--- src/rtl/mem_access_sequencer.sv ---
// mem_access_sequencer: Moore FSM that sequences SPARC loads/stores through MAR/MDR and the ram512x8 MFC handshake.
// Optional MFC timeout fault is compiled in when MEM_TIMEOUT_EN is defined.
module mem_access_sequencer #(
    parameter int TIMEOUT_CYCLES = 16
) (
    input  logic       Clk,
    input  logic       Clr,
    input  logic       start,
    input  logic [5:0] op3,
    input  logic [2:0] addr_lsb,
    input  logic       MFC,
    output logic       busy,
    output logic       done,
    output logic       trap_align,
    output logic       trap_illegal,
    output logic       trap_timeout,
    output logic       alu_phase,
    output logic       MAR_Enable,
    output logic       MDR_Enable,
    output logic       MDR_Mux_select,
    output logic       RAM_enable,
    output logic [5:0] RAM_OpCode
);

    typedef enum logic [3:0] {
        S_IDLE,
        S_ADDR,
        S_DATA,
        S_ACCESS,
        S_CAPTURE,
        S_DONE,
        S_FAULT_ALIGN,
        S_FAULT_ILLEGAL,
        S_FAULT_TIMEOUT
    } state_t;

    state_t     state;
    state_t     state_nx;
    logic [5:0] op_q;
    logic       is_store;
    logic       misaligned;
    logic       unused_addr_bit;

    if (TIMEOUT_CYCLES < 1) begin : g_bad_timeout
        $error("TIMEOUT_CYCLES must be at least 1");
    end

    function automatic logic op_legal(input logic [5:0] op);
        case (op)
            6'b000000, 6'b000001, 6'b000010, 6'b001001, 6'b001010,
            6'b000100, 6'b000101, 6'b000110: op_legal = 1'b1;
            default:                         op_legal = 1'b0;
        endcase
    endfunction

    // Size lives in op_q[1:0]: 00 word, 01 byte, 10 half; bytes are always aligned.
    assign is_store        = op_q[2];
    assign misaligned      = ((op_q[1:0] == 2'b00) && (addr_lsb[1:0] != 2'b00)) ||
                             ((op_q[1:0] == 2'b10) && addr_lsb[0]);
    assign unused_addr_bit = addr_lsb[2];

    // NOTE: state registers use non-blocking (<=) so every flop samples pre-edge values.
    always_ff @(posedge Clk) begin
        if (!Clr) begin
            state <= S_IDLE;
            op_q  <= '0;
        end else begin
            state <= state_nx;
            if (state == S_IDLE && start) begin
                op_q <= op3;
            end
        end
    end

`ifdef MEM_TIMEOUT_EN
    localparam int CNT_W = $clog2(TIMEOUT_CYCLES + 1);
    logic [CNT_W-1:0] wait_cnt;
    logic             timeout_hit;

    // Held at zero outside ACCESS, so it is clear on every entry.
    always_ff @(posedge Clk) begin
        if (!Clr || state != S_ACCESS) begin
            wait_cnt <= '0;
        end else if (!MFC) begin
            wait_cnt <= wait_cnt + 1'b1;
        end
    end

    assign timeout_hit = (wait_cnt == CNT_W'(TIMEOUT_CYCLES - 1));
`endif

    // NOTE: every output and state_nx gets a default first so no latch is inferred.
    always_comb begin
        state_nx       = state;
        busy           = (state != S_IDLE);
        done           = 1'b0;
        trap_align     = 1'b0;
        trap_illegal   = 1'b0;
        trap_timeout   = 1'b0;
        alu_phase      = 1'b0;
        MAR_Enable     = 1'b0;
        MDR_Enable     = 1'b0;
        MDR_Mux_select = 1'b0;
        RAM_enable     = 1'b0;
        RAM_OpCode     = (state != S_IDLE) ? op_q : 6'b000000;

        case (state)
            S_IDLE: begin
                if (start) begin
                    state_nx = op_legal(op3) ? S_ADDR : S_FAULT_ILLEGAL;
                end
            end
            S_ADDR: begin
                MAR_Enable = 1'b1;
                if (misaligned)    state_nx = S_FAULT_ALIGN;
                else if (is_store) state_nx = S_DATA;
                else               state_nx = S_ACCESS;
            end
            S_DATA: begin
                MDR_Enable = 1'b1;
                alu_phase  = 1'b1;
                state_nx   = S_ACCESS;
            end
            S_ACCESS: begin
                RAM_enable = 1'b1;
                // MFC is tested first so a completion on the limit cycle still succeeds.
                if (MFC) begin
                    state_nx = is_store ? S_DONE : S_CAPTURE;
                end
`ifdef MEM_TIMEOUT_EN
                else if (timeout_hit) begin
                    state_nx = S_FAULT_TIMEOUT;
                end
`endif
            end
            S_CAPTURE: begin
                RAM_enable     = 1'b1;
                MDR_Enable     = 1'b1;
                MDR_Mux_select = 1'b1;
                state_nx       = S_DONE;
            end
            S_DONE: begin
                done     = 1'b1;
                state_nx = S_IDLE;
            end
            S_FAULT_ALIGN: begin
                done       = 1'b1;
                trap_align = 1'b1;
                state_nx   = S_IDLE;
            end
            S_FAULT_ILLEGAL: begin
                done         = 1'b1;
                trap_illegal = 1'b1;
                state_nx     = S_IDLE;
            end
            S_FAULT_TIMEOUT: begin
                done = 1'b1;
`ifdef MEM_TIMEOUT_EN
                trap_timeout = 1'b1;
`endif
                state_nx = S_IDLE;
            end
            default: state_nx = S_IDLE;
        endcase
    end

endmodule
--- config.mk ---
export PLATFORM = sky130hd
export DESIGN_NAME = mem_access_sequencer
export DESIGN_NICKNAME = d
export VERILOG_FILES = /design/src/rtl/mem_access_sequencer.sv
export SDC_FILE = /design/constraint.sdc
export NUM_CORES = 1
export LEC_CHECK = 0
export ABC_CLOCK_PERIOD_IN_PS = 1310
export CAP_MARGIN = 20
export CORE_AREA = 10 10 52 54
export DETAILED_ROUTE_END_ITERATION = 6
export DIE_AREA = 0 0 62 64
export PLACE_DENSITY = 0.73
export REMOVE_ABC_BUFFERS = 1
export SLEW_MARGIN = 40
export SYNTH_ARGS = -nofsm -noshare
export SYNTH_HDL_FRONTEND = slang
export SYNTH_SLANG_ARGS = --single-unit
--- constraint.sdc ---
create_clock -name Clk -period 1.31 [get_ports Clk]
set_input_delay 0.131 -clock Clk [delete_from_list [all_inputs] [get_ports Clk]]
set_output_delay 0.131 -clock Clk [all_outputs]
set_load 0.03 [all_outputs]
==> results.ini <==
[run_status]
status=complete, but fails checks
violations=setup timing

[setup_path]
cpMaxStageDelayCell=dfxtp_2
cp.arrival_ps=1230
cp_num_buf_inv=2
path_class=reg -> out
slowest_delay_ps=340
cp_max_fo=6
reg2reg_slack_ps=110
worstSetupEndpointType=output port
path_delay_family=flip-flops
crit_chain=buf_6 > nor3_4 > o21bai_1 > buf_4
crit_path_start_kind=flop
cp.required_ps=1180

[floorplan]
dieWidth_um=62
rows=15
start_util_pct=37.9
coreArea_um2=1710
die_h_um=64
pin_count=29
die_area_um2=3970

[global_route]
grt_pass1_wl_um=3130
grt_max_degree=10
track_usage_pct=10.1
overflow=0
grt_pass1_vias=713
antenna_found_initial=0

[logic_synthesis]
synth-seq-area-share_pct=27.8
synthCells=85
synth.distinct_cells=29
synth-seq-cells=9
syn_avg_cell_area_um2=7.62
synth.cell_area_um2=648
async_reset_ff_share_pct=0
ys.warnings.count=0
synth_edf_count=0
ys.flop_type=dfxtp_1

[layout]
multi_input_area_um2=442
nNetsFinal=138
area_growth_pct=65.8
mostFrequentLayoutCells=buf_4 (20), nand2_1 (15), clkdlybuf4s50_1 (11)
n_antenna_cell=0
drive_gt1_share_pct=46.3
final_common_cell=buf_4
fillers=147
regArea_um2=189
final_area_um2=1070

[clock_tree]
cts_tree=yes
clk_latency_ps=270
clock_path_buffers=2
clk_pin_slew_ps=60
cts.sinks=9
htreeDepth=1
hold_buffers=0
cts_buffers=3
cts-root-buf=clkbuf_4

[sta]
slew_violations=0
finalSetupTns_ps=-264
fin_ws_ps=-50.5
hold_slack_ps=448
period_share_pct=104
period_minus_slack_ps=1360
finalSetupViolations=8
final_hold_viol_count=0
rsz0062_at_grt=yes
clock_skew_ps=1.69
fmax_ghz=0.735

[power]
cellPowerDensity_nw_per_um2=2190
max-vdd-ir-drop_mv=1.05
p_total_w=0.00235
power_leakage_nw=0.445

[detailed_routing]
ant_nets=0
remaining_drc_errors=0
wirelength_um=1980
wl_per_cell_um=13.4
viasPerCell=4.89
drtIter0Drc=20
dr.pass1.iters=4
vias=723

[hold_path]
min_path_type=in -> reg

[placement]
placed_area_um2=922
place_ws_ps=-187
hpwl_um=1490
io_buffers=26
place.gp.congestion=0.710

[flow_run]
drv_cap=0

layer usage:
metal	wire length [um]	track usage (%)
met5	0	0
met3	216	3.95
met2	1010	16.9
met1	704	10.8
met4	48	4.19
worst min-delay path: cells and delay by family:
kind / cells / cell delay (ps)
simple gates: 1 / 80
buf+inv: 1 / 420
compound gates: 1 / 40
cells in the mapped netlist, types with 2 or more instances:
library cell,count,area (um2)
nand2_1,15,56.3
dfxtp_1,9,180
nor2_1,9,33.8
a21boi_2,6,67.6
inv_1,6,22.5
and2_1,5,31.3
nor3_1,5,25.0
o21ai_0,4,20.0
a21oi_1,2,10.0
a31oi_1,2,12.5
buf_4,2,15.0
buf_6,2,22.5
nor2b_1,2,12.5
where the power goes:
group,total [W],internal (W),switching (W),leakage [nW]
Sequential,0.000464,0.000367,0.0000968,0.0754
Clock,0.000224,0.000118,0.000106,0.0150
Combinational,0.00166,0.000771,0.000890,0.354
cell families after synthesis:
family                   synth area share (%)
other                                   0.579
XOR/XNOR                                 1.35
AO/OA/AOI/OAI                            26.4
flip-flops                               27.8
AND/OR/NAND/NOR                          31.1
adder cells (fa/ha/maj)                  1.93
buffers and inverters                    10.8
stage by stage:
step           instances  utilization, %
2_1_floorplan         79               -
6_report             148            62.9
3_3_place_gp         139            54.0
4_1_cts              144            59.8
5_1_grt              148            62.9
3_5_place_dp         139            54.0
path summary, 6_finish.rpt:
check / from / end / depth (start not counted)
worst min register to register: op_q[3] / op_q[3] / 2
worst min-delay path: op3[2] / op_q[2] / 3
worst max-delay path: state[0] / RAM_enable / 4
worst max register to register: state[0] / op_q[5] / 5
layout make-up:
| type | instances | area share (%) |
|---|---|---|
| Clock buffer | 4 | 2.44 |
| Inverter | 6 | 2.33 |
| Multi-Input combinational cell | 64 | 41.1 |
| Sequential cell | 9 | 17.6 |
| Tap cell | 25 | 2.91 |
| Timing Repair Buffer | 40 | 33.6 |
flip-flops by register name, indices dropped and copies added (netlist names):
name / count
state: 3
op_q: 6
repair_timing:
| item | in CTS | in global routing |
|---|---|---|
| pin swaps | 5 | 5 |
| buffers inserted | 1 | 4 |
| resized for setup | 21 | 9 |
| endpoints found under the setup margin | 14 | 12 |
| cloned | 0 | 0 |
No activity file was read; power rests on OpenSTA's default activity.
==> RTL edit 1, RTL diff (same flow settings) <==
Register the inputs `start`, `op3` and `addr_lsb` before use. The logic sees them one clock later. The other inputs are not delayed to match.
--- a/src/rtl/mem_access_sequencer.sv
+++ b/src/rtl/mem_access_sequencer.sv
@@ -36,2 +36,12 @@
 
+    logic start_q;
+    logic [5:0] op3_q;
+    logic [2:0] addr_lsb_q;
+
+    always_ff @(posedge Clk) begin
+        start_q    <= start;
+        op3_q      <= op3;
+        addr_lsb_q <= addr_lsb;
+    end
+
     state_t     state;
@@ -57,5 +67,5 @@
     assign is_store        = op_q[2];
-    assign misaligned      = ((op_q[1:0] == 2'b00) && (addr_lsb[1:0] != 2'b00)) ||
-                             ((op_q[1:0] == 2'b10) && addr_lsb[0]);
-    assign unused_addr_bit = addr_lsb[2];
+    assign misaligned      = ((op_q[1:0] == 2'b00) && (addr_lsb_q[1:0] != 2'b00)) ||
+                             ((op_q[1:0] == 2'b10) && addr_lsb_q[0]);
+    assign unused_addr_bit = addr_lsb_q[2];
 
@@ -68,4 +78,4 @@
             state <= state_nx;
-            if (state == S_IDLE && start) begin
-                op_q <= op3;
+            if (state == S_IDLE && start_q) begin
+                op_q <= op3_q;
             end
@@ -108,4 +118,4 @@
             S_IDLE: begin
-                if (start) begin
-                    state_nx = op_legal(op3) ? S_ADDR : S_FAULT_ILLEGAL;
+                if (start_q) begin
+                    state_nx = op_legal(op3_q) ? S_ADDR : S_FAULT_ILLEGAL;
                 end
Check against the original RTL: not equivalent (Yosys sat finds a counterexample within 4 cycles, from zero or initial values).
==> RTL edit 1 against the original RTL <==
- the flow still finishes with violations (setup timing)
- setup slack lost 170 ps
- maximum frequency shrank 11%
- sequential power grew 73%
- power grew 30%
- design area grew 33%
- routed wire length grew 26%
- sequential cell count grew 10
- synthesized area grew 29%
- critical path depth grew 3
- critical endpoint is now op_q[5]$_SDFFE_PN0P_
- highest routed layer unchanged
==> RTL edit 1: results (changes against the original RTL) <==
[logic_synthesis]
synth_cell_types=28  ; was 29
synth_compound_area_share_pct=18.8  ; was 26.4%
yosys-top-cells-area=dfxtp_1, nand2_1, a21boi_2  ; was dfxtp_1, a21boi_2, nand2_1
synth-seq-area-share_pct=45.4  ; was 27.8%
synth_xor_area_share_pct=0  ; was 1.35%

[drt]
drt-pass1-iter-count=5  ; was 4
met1Wirelength_um=944  ; was 704 um
wl_met3_um=176  ; was 216 um
drtIter0Drc=22  ; was 20

[timing]
holdWs_ps=252  ; was 448 ps
fin_ws_ps=-225  ; was -50.5 ps
setup-violations-final=22  ; was 8

[place]
gp_congestion=0.767  ; was 0.710
place_area_um2=1170  ; was 922 um2

[power_and_ir_drop]
p_leak_nw=0.627  ; was 0.445 nW
powerDensity_nw_per_um2=2140  ; was 2190 nW/um2
p_comb_mw=1.95  ; was 1.66 mW

[grt]
grt_use_met2_pct=18.8  ; was 16.9%
met3_usage_pct=4.55  ; was 3.95%
grt_pass1_vias=729  ; was 713
grt_use_met1_pct=12.7  ; was 10.8%

[clocking]
cts_setup_buffers=5  ; was 1
post_cts_resized=84  ; was 21
clkLatencyLatePin_ps=300  ; was 270 ps

[cells_and_area]
drive_gt1_share_pct=52.6  ; was 46.3%
top_regs=op3_q (6), op_q (6), state (3)  ; was op_q (6), state (3)

[setup_path]
arrival_ps=1780  ; was 1230 ps
cpPeakStageDelay_ps=380  ; was 340 ps
cp_max_fo=8  ; was 6

[status]
violations=setup timing  ; unchanged
outcome=finished, violations left  ; unchanged

## RTL edit 1: cell type report
type,instances,area share [%]
repair buffers,47,32.5
inverters,5,1.32
flip-flops and latches,19,27.5
clock buffers,3,1.58
clock inverters,1,0.526
multi-input cells,62,34.5
well taps,25,2.19
## RTL edit 1: worst max-delay path: cells and delay by family, from the launching register on
family	cells	cell delay, ps
buf+inv	3	370
compound gates	1	130
flops	1	380
simple gates	3	590
## RTL edit 1: worst paths after layout
| path | cells after the start | from | end |
|---|---|---|---|
| max | 7 | state[0]$_SDFFE_PN0P_ | op_q[5]$_SDFFE_PN0P_ |
| min | 1 | addr_lsb[1] | addr_lsb_q[1]$_DFF_P_ |
| max reg2reg | 7 | state[0]$_SDFFE_PN0P_ | op_q[5]$_SDFFE_PN0P_ |
| min reg2reg | 2 | op3_q[0]$_DFF_P_ | op_q[0]$_SDFFE_PN0P_ |
==> RTL edit 2, RTL diff (same flow settings) <==
Made on the original files. The option `MEM_TIMEOUT_EN` is turned on by a define.
--- a/src/rtl/mem_access_sequencer.sv
+++ b/src/rtl/mem_access_sequencer.sv
@@ -2,2 +2,4 @@
 // Optional MFC timeout fault is compiled in when MEM_TIMEOUT_EN is defined.
+`define MEM_TIMEOUT_EN
+
 module mem_access_sequencer #(
Formal check against the unedited RTL: same outputs for any inputs over 10 cycles, from zero or initial values; that may be too few to reach the edited logic, so the function may still have changed.
==> RTL edit 2 against the original RTL <==
- the flow now stops in 5_1_grt
- synthesized area rose by 35%
==> RTL edit 2: results (changes against the original RTL) <==
[status]
outcome=stopped before the end  ; was finished, violations left
stop_stage=5_1_grt
error=[ERROR DPL-0038] Utilization greater than 100%, impossible to legalize

[place]
hpwlAfterDp_um=2030  ; was 1490 um
gp_congestion=0.820  ; was 0.710
portBuffers=27  ; was 26

[logic_synthesis]
synth_cell_types=36  ; was 29
synth_common_cells=nor2_1, dfxtp_1, nand2_1  ; was nand2_1, dfxtp_1, nor2_1
yosys_warnings=0  ; unchanged
synth-seq-area-share_pct=34.2  ; was 27.8%
yosys-top-cells-area=dfxtp_1, nor2_1, a21oi_1  ; was dfxtp_1, a21boi_2, nand2_1
synth_ff_type=dfxtp_1  ; unchanged
async_flop_share_pct=0  ; unchanged
synth-seq-cells=15  ; was 9

[clocking]
numCtsBuffers=3  ; unchanged
htreeDepth=1  ; unchanged
cts_max_path_buffers=2  ; unchanged
cts_root_buf=clkbuf_4  ; unchanged
cts_setup_buffers=16  ; was 1
post_cts_resized=100  ; was 21

[timing]
endpoint_type=top-level output
crit_endpoint=done

[grt]
grt_max_degree=11

RTL edit 2: cell count changes after synthesis, moves of 3 or more:
cell | before | now
nand3_1 | 0 | 7
a21oi_1 | 2 | 9
nand2_1 | 15 | 10
and2_1 | 5 | 0
nor3_1 | 5 | 2
buf_2 | 1 | 4
dfxtp_1 | 9 | 15
nor2b_1 | 2 | 7
nor2_1 | 9 | 18
a21boi_2 | 6 | 0
RTL edit 2: cells by family after synthesis:
family,after synthesis,share of synthesized area (%)
compound gates,22,16.3
xor+xnor,3,3.00
fa+ha+maj,3,4.28
buf+inv,13,7.85
flops,15,34.2
mux,1,1.14
simple gates,55,33.2
RTL edit 2: stage by stage:
stage	util, %	setup slack [ps]	instance area, um2	std cells	hold slack, ps
2_1_floorplan	-	-726	831	105	202
3_3_place_gp	74.7	-319	1270	179	438
3_5_place_dp	74.7	-348	1270	179	444
4_1_cts	96.5	-323	1650	200	439
